--- src/rtl/the_demux_switch_2_pkg.sv ---
// Shared CPU datapath definitions for the write-side register demux.
// Provides the default bus width, the register-index constants R0..R3 and
// the two-state commit FSM encoding.
// No ports (package). No configuration macros.
package cpu_pkg;

  localparam int CPU_DATA_W = 8;

  localparam logic [1:0] REG_R0 = 2'd0;
  localparam logic [1:0] REG_R1 = 2'd1;
  localparam logic [1:0] REG_R2 = 2'd2;
  localparam logic [1:0] REG_R3 = 2'd3;

  typedef enum logic {
    ST_IDLE   = 1'b0,
    ST_COMMIT = 1'b1
  } state_t;

endpackage

--- src/rtl/the_demux_switch_2_if.sv ---
// Bus interface of the write-side register demux.
// Signals:
//   I9, I8     destination select (MSB, LSB); {I9,I8} = 00..11 -> R0..R3
//   input_x    write data
//   wr_valid   write request
//   wr_ready   block can accept a write
//   wr_done    one-cycle commit pulse
//   output_R0..output_R3  working registers
//   wr_err     (only with DEMUX_R0_LOCK_EN) pulses when a write targets R0
// Modports: master = CPU control side, slave = the_demux_switch_2.
// Configuration macro: DEMUX_R0_LOCK_EN.
interface the_demux_switch_2_if #(
  parameter int DATA_W = 8
);

  logic              I9;
  logic              I8;
  logic [DATA_W-1:0] input_x;
  logic              wr_valid;
  logic              wr_ready;
  logic              wr_done;
  logic [DATA_W-1:0] output_R0;
  logic [DATA_W-1:0] output_R1;
  logic [DATA_W-1:0] output_R2;
  logic [DATA_W-1:0] output_R3;
`ifdef DEMUX_R0_LOCK_EN
  logic              wr_err;
`endif

  modport master (
    output I9, I8, input_x, wr_valid,
    input  wr_ready, wr_done, output_R0, output_R1, output_R2, output_R3
`ifdef DEMUX_R0_LOCK_EN
    , input wr_err
`endif
  );

  modport slave (
    input  I9, I8, input_x, wr_valid,
    output wr_ready, wr_done, output_R0, output_R1, output_R2, output_R3
`ifdef DEMUX_R0_LOCK_EN
    , output wr_err
`endif
  );

endinterface

--- src/rtl/the_demux_switch_2_decoder.sv ---
// the_demux_decoder: 2-to-4 one-hot write-enable decode of the held
// destination select, gated by the COMMIT state.
// Ports:
//   sel  [1:0]  held destination select
//   en          high while the FSM is in COMMIT
//   we   [3:0]  one-hot write enables for R0..R3 (all zero when en=0)
module the_demux_decoder
  import cpu_pkg::*;
(
  input  logic [1:0] sel,
  input  logic       en,
  output logic [3:0] we
);

  always_comb begin
    we = 4'b0000;
    if (en) begin
      unique case (sel)
        REG_R0:  we = 4'b0001;
        REG_R1:  we = 4'b0010;
        REG_R2:  we = 4'b0100;
        default: we = 4'b1000;
      endcase
    end
  end

endmodule

--- src/rtl/the_demux_switch_2.sv ---
// the_demux_switch_2: write-side counterpart of the 2-bit register-select
// mux. A write (input_x, {I9,I8}) is accepted with a valid/ready handshake,
// held for one cycle and committed into one of four working registers.
// Ports:
//   sys_clk  system clock, rising edge
//   sys_rst  synchronous active-high reset
//   bus      the_demux_switch_2_if.slave (select, data, handshake,
//            wr_done, output_R0..R3, optional wr_err)
// Configuration macro: DEMUX_R0_LOCK_EN -- R0 becomes read-only, writes to
// it complete the handshake but are discarded and raise wr_err.
module the_demux_switch_2
  import cpu_pkg::*;
#(
  parameter int                DATA_W  = CPU_DATA_W,
  parameter logic [DATA_W-1:0] RST_VAL = '0
) (
  input logic                  sys_clk,
  input logic                  sys_rst,
  the_demux_switch_2_if.slave  bus
);

  state_t            state;
  state_t            state_next;
  logic [DATA_W-1:0] hold_data;
  logic [1:0]        hold_sel;
  logic [3:0]        we_dec;
  logic [3:0]        we;
  logic [DATA_W-1:0] regs [4];
  logic              done_q;
  logic              accept;
  logic              commit;

  assign accept = bus.wr_valid && (state == ST_IDLE);
  assign commit = (state == ST_COMMIT);

  // State register
  always_ff @(posedge sys_clk) begin
    if (sys_rst) state <= ST_IDLE;
    else         state <= state_next;
  end

  // Next-state logic
  always_comb begin
    state_next = state;
    unique case (state)
      ST_IDLE:   if (bus.wr_valid) state_next = ST_COMMIT;
      ST_COMMIT: state_next = ST_IDLE;
      default:   state_next = ST_IDLE;
    endcase
  end

  // Output decode: ready straight from the state; done is registered so it
  // lines up with the register update and is suppressed when reset kills a
  // pending commit.
  always_comb begin
    bus.wr_ready = (state == ST_IDLE);
    bus.wr_done  = done_q;
  end

  always_ff @(posedge sys_clk) begin
    if (sys_rst) begin
      hold_data <= '0;
      hold_sel  <= REG_R0;
    end else if (accept) begin
      hold_data <= bus.input_x;
      hold_sel  <= {bus.I9, bus.I8};
    end
  end

  the_demux_decoder u_decoder (
    .sel (hold_sel),
    .en  (commit),
    .we  (we_dec)
  );

`ifdef DEMUX_R0_LOCK_EN
  logic err_q;

  // R0 is locked: its enable is dropped, the attempt is flagged instead.
  assign we = {we_dec[3:1], 1'b0};

  always_ff @(posedge sys_clk) begin
    if (sys_rst) err_q <= 1'b0;
    else         err_q <= commit && (hold_sel == REG_R0);
  end

  assign bus.wr_err = err_q;
`else
  assign we = we_dec;
`endif

  always_ff @(posedge sys_clk) begin
    if (sys_rst) done_q <= 1'b0;
    else         done_q <= commit;
  end

  always_ff @(posedge sys_clk) begin
    if (sys_rst) begin
      for (int i = 0; i < 4; i++) regs[i] <= RST_VAL;
    end else begin
      for (int i = 0; i < 4; i++) begin
        if (we[i]) regs[i] <= hold_data;
      end
    end
  end

  assign bus.output_R0 = regs[0];
  assign bus.output_R1 = regs[1];
  assign bus.output_R2 = regs[2];
  assign bus.output_R3 = regs[3];

endmodule
--- src/flat_wrapper.sv ---
// flat-port wrapper written by rule: the top's interface ports become plain ports
module the_demux_switch_2_flat import cpu_pkg::*;
#(
  parameter int                DATA_W  = CPU_DATA_W,
  parameter logic [DATA_W-1:0] RST_VAL = '0
)
  (sys_clk, sys_rst, bus_I9, bus_I8, bus_input_x, bus_wr_valid, bus_wr_ready, bus_wr_done, bus_output_R0, bus_output_R1, bus_output_R2, bus_output_R3);
  the_demux_switch_2_if #(.DATA_W(DATA_W)) bus_i ();
  input logic sys_clk;
  input logic sys_rst;
  input wire logic [$bits(bus_i.I9)-1:0] bus_I9;
  input wire logic [$bits(bus_i.I8)-1:0] bus_I8;
  input wire logic [$bits(bus_i.input_x)-1:0] bus_input_x;
  input wire logic [$bits(bus_i.wr_valid)-1:0] bus_wr_valid;
  output wire logic [$bits(bus_i.wr_ready)-1:0] bus_wr_ready;
  output wire logic [$bits(bus_i.wr_done)-1:0] bus_wr_done;
  output wire logic [$bits(bus_i.output_R0)-1:0] bus_output_R0;
  output wire logic [$bits(bus_i.output_R1)-1:0] bus_output_R1;
  output wire logic [$bits(bus_i.output_R2)-1:0] bus_output_R2;
  output wire logic [$bits(bus_i.output_R3)-1:0] bus_output_R3;
  assign bus_i.I9 = bus_I9;
  assign bus_i.I8 = bus_I8;
  assign bus_i.input_x = bus_input_x;
  assign bus_i.wr_valid = bus_wr_valid;
  assign bus_wr_ready = bus_i.wr_ready;
  assign bus_wr_done = bus_i.wr_done;
  assign bus_output_R0 = bus_i.output_R0;
  assign bus_output_R1 = bus_i.output_R1;
  assign bus_output_R2 = bus_i.output_R2;
  assign bus_output_R3 = bus_i.output_R3;
  the_demux_switch_2 #(.DATA_W(DATA_W), .RST_VAL(RST_VAL)) u_core (.sys_clk(sys_clk), .sys_rst(sys_rst), .bus(bus_i));
endmodule
--- config.mk ---
export PLATFORM = sky130hd
export DESIGN_NAME = the_demux_switch_2_flat
export DESIGN_NICKNAME = d
export VERILOG_FILES = /design/src/rtl/the_demux_switch_2_pkg.sv /design/src/rtl/the_demux_switch_2_if.sv /design/src/rtl/the_demux_switch_2_decoder.sv /design/src/rtl/the_demux_switch_2.sv /design/src/flat_wrapper.sv
export SDC_FILE = /design/constraint.sdc
export NUM_CORES = 1
export LEC_CHECK = 0
export ABC_CLOCK_PERIOD_IN_PS = 1700
export CORE_MARGIN = 2
export CORE_UTILIZATION = 34
export CTS_BUF_LIST = sky130_fd_sc_hd__clkbuf_4 sky130_fd_sc_hd__clkbuf_8 sky130_fd_sc_hd__clkbuf_16
export DETAILED_ROUTE_END_ITERATION = 10
export SLEW_MARGIN = 30
export SYNTH_ARGS = -nofsm -noshare
export SYNTH_HDL_FRONTEND = slang
export SYNTH_SLANG_ARGS = --single-unit
export TNS_END_PERCENT = 100
--- constraint.sdc ---
create_clock -name sys_clk -period 1.7 [get_ports sys_clk]
set_input_delay 0.425 -clock sys_clk [delete_from_list [all_inputs] [get_ports sys_clk]]
set_output_delay 0.425 -clock sys_clk [all_outputs]
set_load 0.01 [all_outputs]
==> flow_summary.json <==
{
  "grt-ovfl-total": 0,
  "cp.arrival_ns": 1.17,
  "end_kind": "output pin",
  "grt_antenna_before_repair": 0,
  "path_depth": 1,
  "numCtsBuffers": 5,
  "max_freq_mhz": 628,
  "synth_cell_types": 18,
  "hold_viol": 0,
  "via_per_inst": 4.47,
  "min_period_ns": 1.59,
  "p_per_area_nw_per_um2": 889,
  "crit_path_start": "u_core.regs[1][0]",
  "final_common_cell": "clkdlybuf4s50_1",
  "p_leak_uw": 0.00103,
  "synthCells": 136,
  "worst_slack_ns": 0.107,
  "stdcell_count": 258,
  "syn_nets": 149,
  "holdBufCountCts": 0,
  "rsz0062_at_grt": "no",
  "finalClockSkew_ns": 0.00430,
  "dp_cells": 250,
  "start_kind": "flop",
  "design_area_um2": 2500,
  "placed_area_um2": 2400,
  "rows": 26,
  "firstDrtPassIters": 4,
  "gr-usage-all-layers": 0.118,
  "synth.yosys.warnings": 0,
  "min-delay-start": "u_core.hold_data[3]",
  "clkLatencyLatePin_ns": 0.29,
  "io_pins": 47,
  "cp_slowest_cell": "clkdlybuf4s50_1",
  "ys_ff_latch": 44,
  "dieArea_um2": 6080,
  "grt_pass1_wl_um": 5490,
  "ant_nets": 0,
  "clock_sinks": 44,
  "vias": 1152,
  "worstPathRequired_ns": 1.27,
  "avgSynthCellArea_um2": 13.7,
  "maxCapViolations": 0,
  "cts.path.max_buffers": 2,
  "ir_worst_vdd_v": 0.000363,
  "worstHoldPathCells": 2,
  "place_congestion": 0.783,
  "critPathTopFamily": "buffers and inverters",
  "netlist_area_um2": 1860,
  "initial_core_util": 0.358,
  "reg2reg_depth": 3,
  "finalCritPeriodShare": 0.937,
  "postCtsSetupBuffers": 0,
  "grt_pass1_vias": 1122,
  "layout_common_cells": "45 x clkdlybuf4s50_1, 33 x nor2_1, 32 x edfxtp_1, 12 x nand2b_1, 12 x dfxtp_1",
  "path_clk_slew_ns": 0.07,
  "syn_to_final_growth_pct": 34.5,
  "fill_cells": 470,
  "slew_viol_final": 0,
  "status": "complete, no violations",
  "p_total_uw": 2230,
  "yosysSeqAreaShare": 0.645,
  "dp_hpwl_um": 2590,
  "tns_ns": 0,
  "cts.htree.levels": 2,
  "ctsRootBufferMaster": "clkbuf_8",
  "die_w_um": 78,
  "fp.coreArea_um2": 5200,
  "cts_tree": "built",
  "fin_nets": 200,
  "grt_max_degree": 35,
  "die_y_um": 78,
  "dp_slack_ns": -0.0209,
  "critPathKind": "flop to output pin",
  "crit_buf_inv": 1,
  "drt_iter0_drc": 68,
  "max_stage_delay_ns": 0.53,
  "hold_path.class": "flop to flop",
  "critical_path.max_fanout": 1,
  "diodes": 0,
  "drt-total-wl_um": 3480,
  "tightest_slew_ns": 0.295,
  "port_buffers": 46,
  "crit_chain": "clkdlybuf4s50_1",
  "setup_violations": 0,
  "max_slew_margin": 0.803,
  "drive_above_1_share": 0.122,
  "regToRegStartpoint": "u_core.hold_sel[1]",
  "drc": 0,
  "avgRoutedWirePerCell_um": 13.5
}
-- synthesized netlist by cell type --
master | count | area [um^2]
nand2b_1 | 12 | 75.1
nand4bb_1 | 10 | 113
buf_12 | 1 | 20.0
inv_2 | 1 | 3.75
nand2_1 | 1 | 3.75
nand3b_4 | 8 | 160
clkbuf_2 | 3 | 15.0
o21bai_1 | 4 | 30.0
dfxtp_1 | 12 | 240
buf_6 | 3 | 33.8
edfxtp_1 | 32 | 961
o21ai_0 | 4 | 20.0
o21ai_1 | 6 | 30.0
nor2_1 | 33 | 124
nor2b_1 | 2 | 12.5
buf_2 | 2 | 10.0
or2_1 | 1 | 6.26
clkbuf_1 | 1 | 3.75
-- registers in the layout (all words and copies together) (netlist names) --
register and count:
u_core.regs 32, u_core.hold_data 8, u_core.hold_sel 2, u_core.bus.wr_done 1, u_core.commit 1
-- power by group --
group | internal (uW) | total [uW] | switching (uW)
Combinational | 135 | 244 | 109
Clock | 428 | 761 | 333
Sequential | 1200 | 1220 | 24.8
Total | 1760 | 2230 | 467
-- cell families (layout without fill, tap and decap cells) --
logic type / count (synthesis) / after routing / share of synthesized area
buffers and inverters: 11 / 63 / 0.0464
flip-flops: 44 / 44 / 0.645
AO/OA/AOI/OAI: 14 / 14 / 0.0430
AND/OR/NAND/NOR: 67 / 67 / 0.265
-- layout make-up --
type | count | area, um^2 | share of cell area
clock inverter | 3 | 37.5 | 0.0150
inverter | 1 | 3.75 | 0.00150
multi-input combinational | 81 | 574 | 0.229
tap | 70 | 87.6 | 0.0350
timing repair buffer | 54 | 532 | 0.212
clock buffer | 5 | 68.8 | 0.0275
sequential | 44 | 1200 | 0.480
-- per-stage QoR --
step / hold WS [ns] / utilization
after global routing: 0.533 / 0.481
final: 0.503 / 0.481
after floorplan: 0.471 / -
after detailed placement: 0.495 / 0.461
after global placement: 0.490 / 0.461
after CTS: 0.507 / 0.481
-- repair_timing --
action,4_1_cts,5_1_grt
gates resized for setup,1,0
endpoints found under the setup margin,1,0
endpoints found under the hold margin,0,0
-- worst paths after layout --
path / slack, ns / endpoint
worst max-delay path: 0.11 / bus_output_R1[0]
worst min-delay path: 0.50 / u_core.hold_data[3]
worst max register to register: 0.38 / u_core.regs[0][3]
worst min register to register: 0.50 / u_core.hold_data[3]
-- worst min-delay path, delay by kind of cell (launching register included) --
kind / cells / cell delay, ns
flip-flops: 1 / 0.34
AND/OR/NAND/NOR: 1 / 0.08
AO/OA/AOI/OAI: 1 / 0.05
-- per-layer routing --
metal / up-vias / routed length [um] / share of wire / track usage
li1: 575 / - / - / -
met1: 528 / 1570 / 0.45 / 0.146
met2: 45 / 1630 / 0.47 / 0.194
met3: 4 / 251 / 0.072 / 0.0442
met4: 0 / 30 / 0.0086 / 0.0316
met5: - / 0 / 0 / 0
(Power assumes the default switching activity.)
==> variant, RTL diff (config.mk and constraints unchanged) <==
`CPU_DATA_W`: 8 -> 7.
--- a/src/rtl/the_demux_switch_2_pkg.sv
+++ b/src/rtl/the_demux_switch_2_pkg.sv
@@ -6,3 +6,3 @@
 
-  localparam int CPU_DATA_W = 8;
+  localparam int CPU_DATA_W = 7;
 
Interface: changed (5 resized); port bits go from 47 to 42. The function was not compared with the original's and may differ.
==> variant against the original RTL <==
  * Setup slack improved by 0.0077 ns
  * Routed wire length fell by 13%
  * Via count fell by 11%
  * First-iteration DRC count rose by 94%
  * Design area fell by 13%
  * Synthesized area fell by 14%
  * Sequential cell count fell by 5
  * Die area fell by 13%
  * Sequential share of layout area rose by 0.64 points
  * Highest routed layer unchanged
  * Core utilization rose by 1.0 points
  * Power fell by 15%
==> variant: results <==
{
  "hold-path-endpoint": "u_core.hold_data[6]",
  "p_leak_nw": 0.867,
  "dpl.hpwl_um": 2300,
  "nets": 181,
  "vias_per_cell": 4.60,
  "skew_ns": 0.00686,
  "outcome": "complete, no violations",
  "grt_pass1_wl_um": 5020,
  "regToRegSetupSlack_ns": 0.17,
  "synthTopCellsByCount": "nor2_1 (29), edfxtp_1 (28), dfxtp_1 (11), nand2b_1 (11), nand4bb_1 (9)",
  "r2r_end": "u_core.regs[0][5]",
  "avgSynthCellArea_um2": 13.2,
  "portBuffers": 41,
  "gr-usage-met1_pct": 16.1,
  "hold_ws_ns": 0.482,
  "synth_compound_gate_area_share_pct": 4.70,
  "ir_worst_vdd_mv": 0.302,
  "synth.distinct_cells": 19,
  "use_met2_pct": 20.7,
  "clockBufferDepth": 2,
  "drt-total-wl_um": 3010,
  "place.gp.congestion": 0.741,
  "grt_max_degree": 18,
  "min_from": "u_core.hold_data[6]",
  "grt_use_met3_pct": 4.31,
  "drive_gt1_share_pct": 14.7,
  "ys_seq_area_share_pct": 66.4,
  "place_inst": 214,
  "reg2reg_from": "u_core.hold_sel[1]",
  "grt_pass1_vias": 1056,
  "place_ws_ns": -0.0511,
  "synth_edf_count": 28,
  "wl_per_cell_um": 13.6,
  "wl_met3_um": 195,
  "worst_pin_slew_ns": 0.615,
  "synth.net_count": 133,
  "top_regs": "u_core.regs: 28 flops, u_core.hold_data: 7 flops, u_core.hold_sel: 2 flops",
  "endpoint": "bus_output_R2[4]",
  "grtUsageTotal_pct": 12.9,
  "synth_area_leaders": "edfxtp_1 (53%), dfxtp_1 (14%), nor2_1 (6.8%), nand4bb_1 (6.3%), nand3b_4 (5.0%)",
  "cts_resized": 0,
  "reg2reg_depth": 2,
  "finalCritPeriodShare_pct": 93.3,
  "wl_met1_um": 1300,
  "numCtsBuffers": 5,
  "crit_start": "u_core.regs[2][4]",
  "post_dp_cell_area_mm2": 0.00209
}
## variant: cell count changes in the layout (fill, tap and decap cells not counted), moves of 2 or more
cell             before  now
clkdlybuf4s50_1      45   40
o21ai_0               4    2
clkinv_1              2    0
clkbuf_4              0    2
nor2_1               33   29
edfxtp_1             32   28
nand3b_4              8    4
nand3b_2              0    3
## variant: cell type report
type | instances | area, um2
Clock buffer | 7 | 83.8
Clock inverter | 1 | 5.00
Fill cell | 406 | 2260
Inverter | 1 | 3.75
Multi-Input combinational cell | 73 | 492
Sequential cell | 39 | 1060
Tap cell | 52 | 65.1
Timing Repair Buffer | 49 | 473
## variant: report_power, final
part,internal [mW],total (mW),switching [mW]
clock,0.319,0.607,0.287
sequential,1.06,1.08,0.0215
combinational,0.120,0.214,0.0944
total,1.50,1.90,0.403
## variant: worst reg2reg max path: cells and delay by family, from the launching register on
kind               cells  cell delay [ns]
AOI/OAI and AO/OA      1             0.50
DFF                    1             0.35
and+or+nand+nor        1             0.32
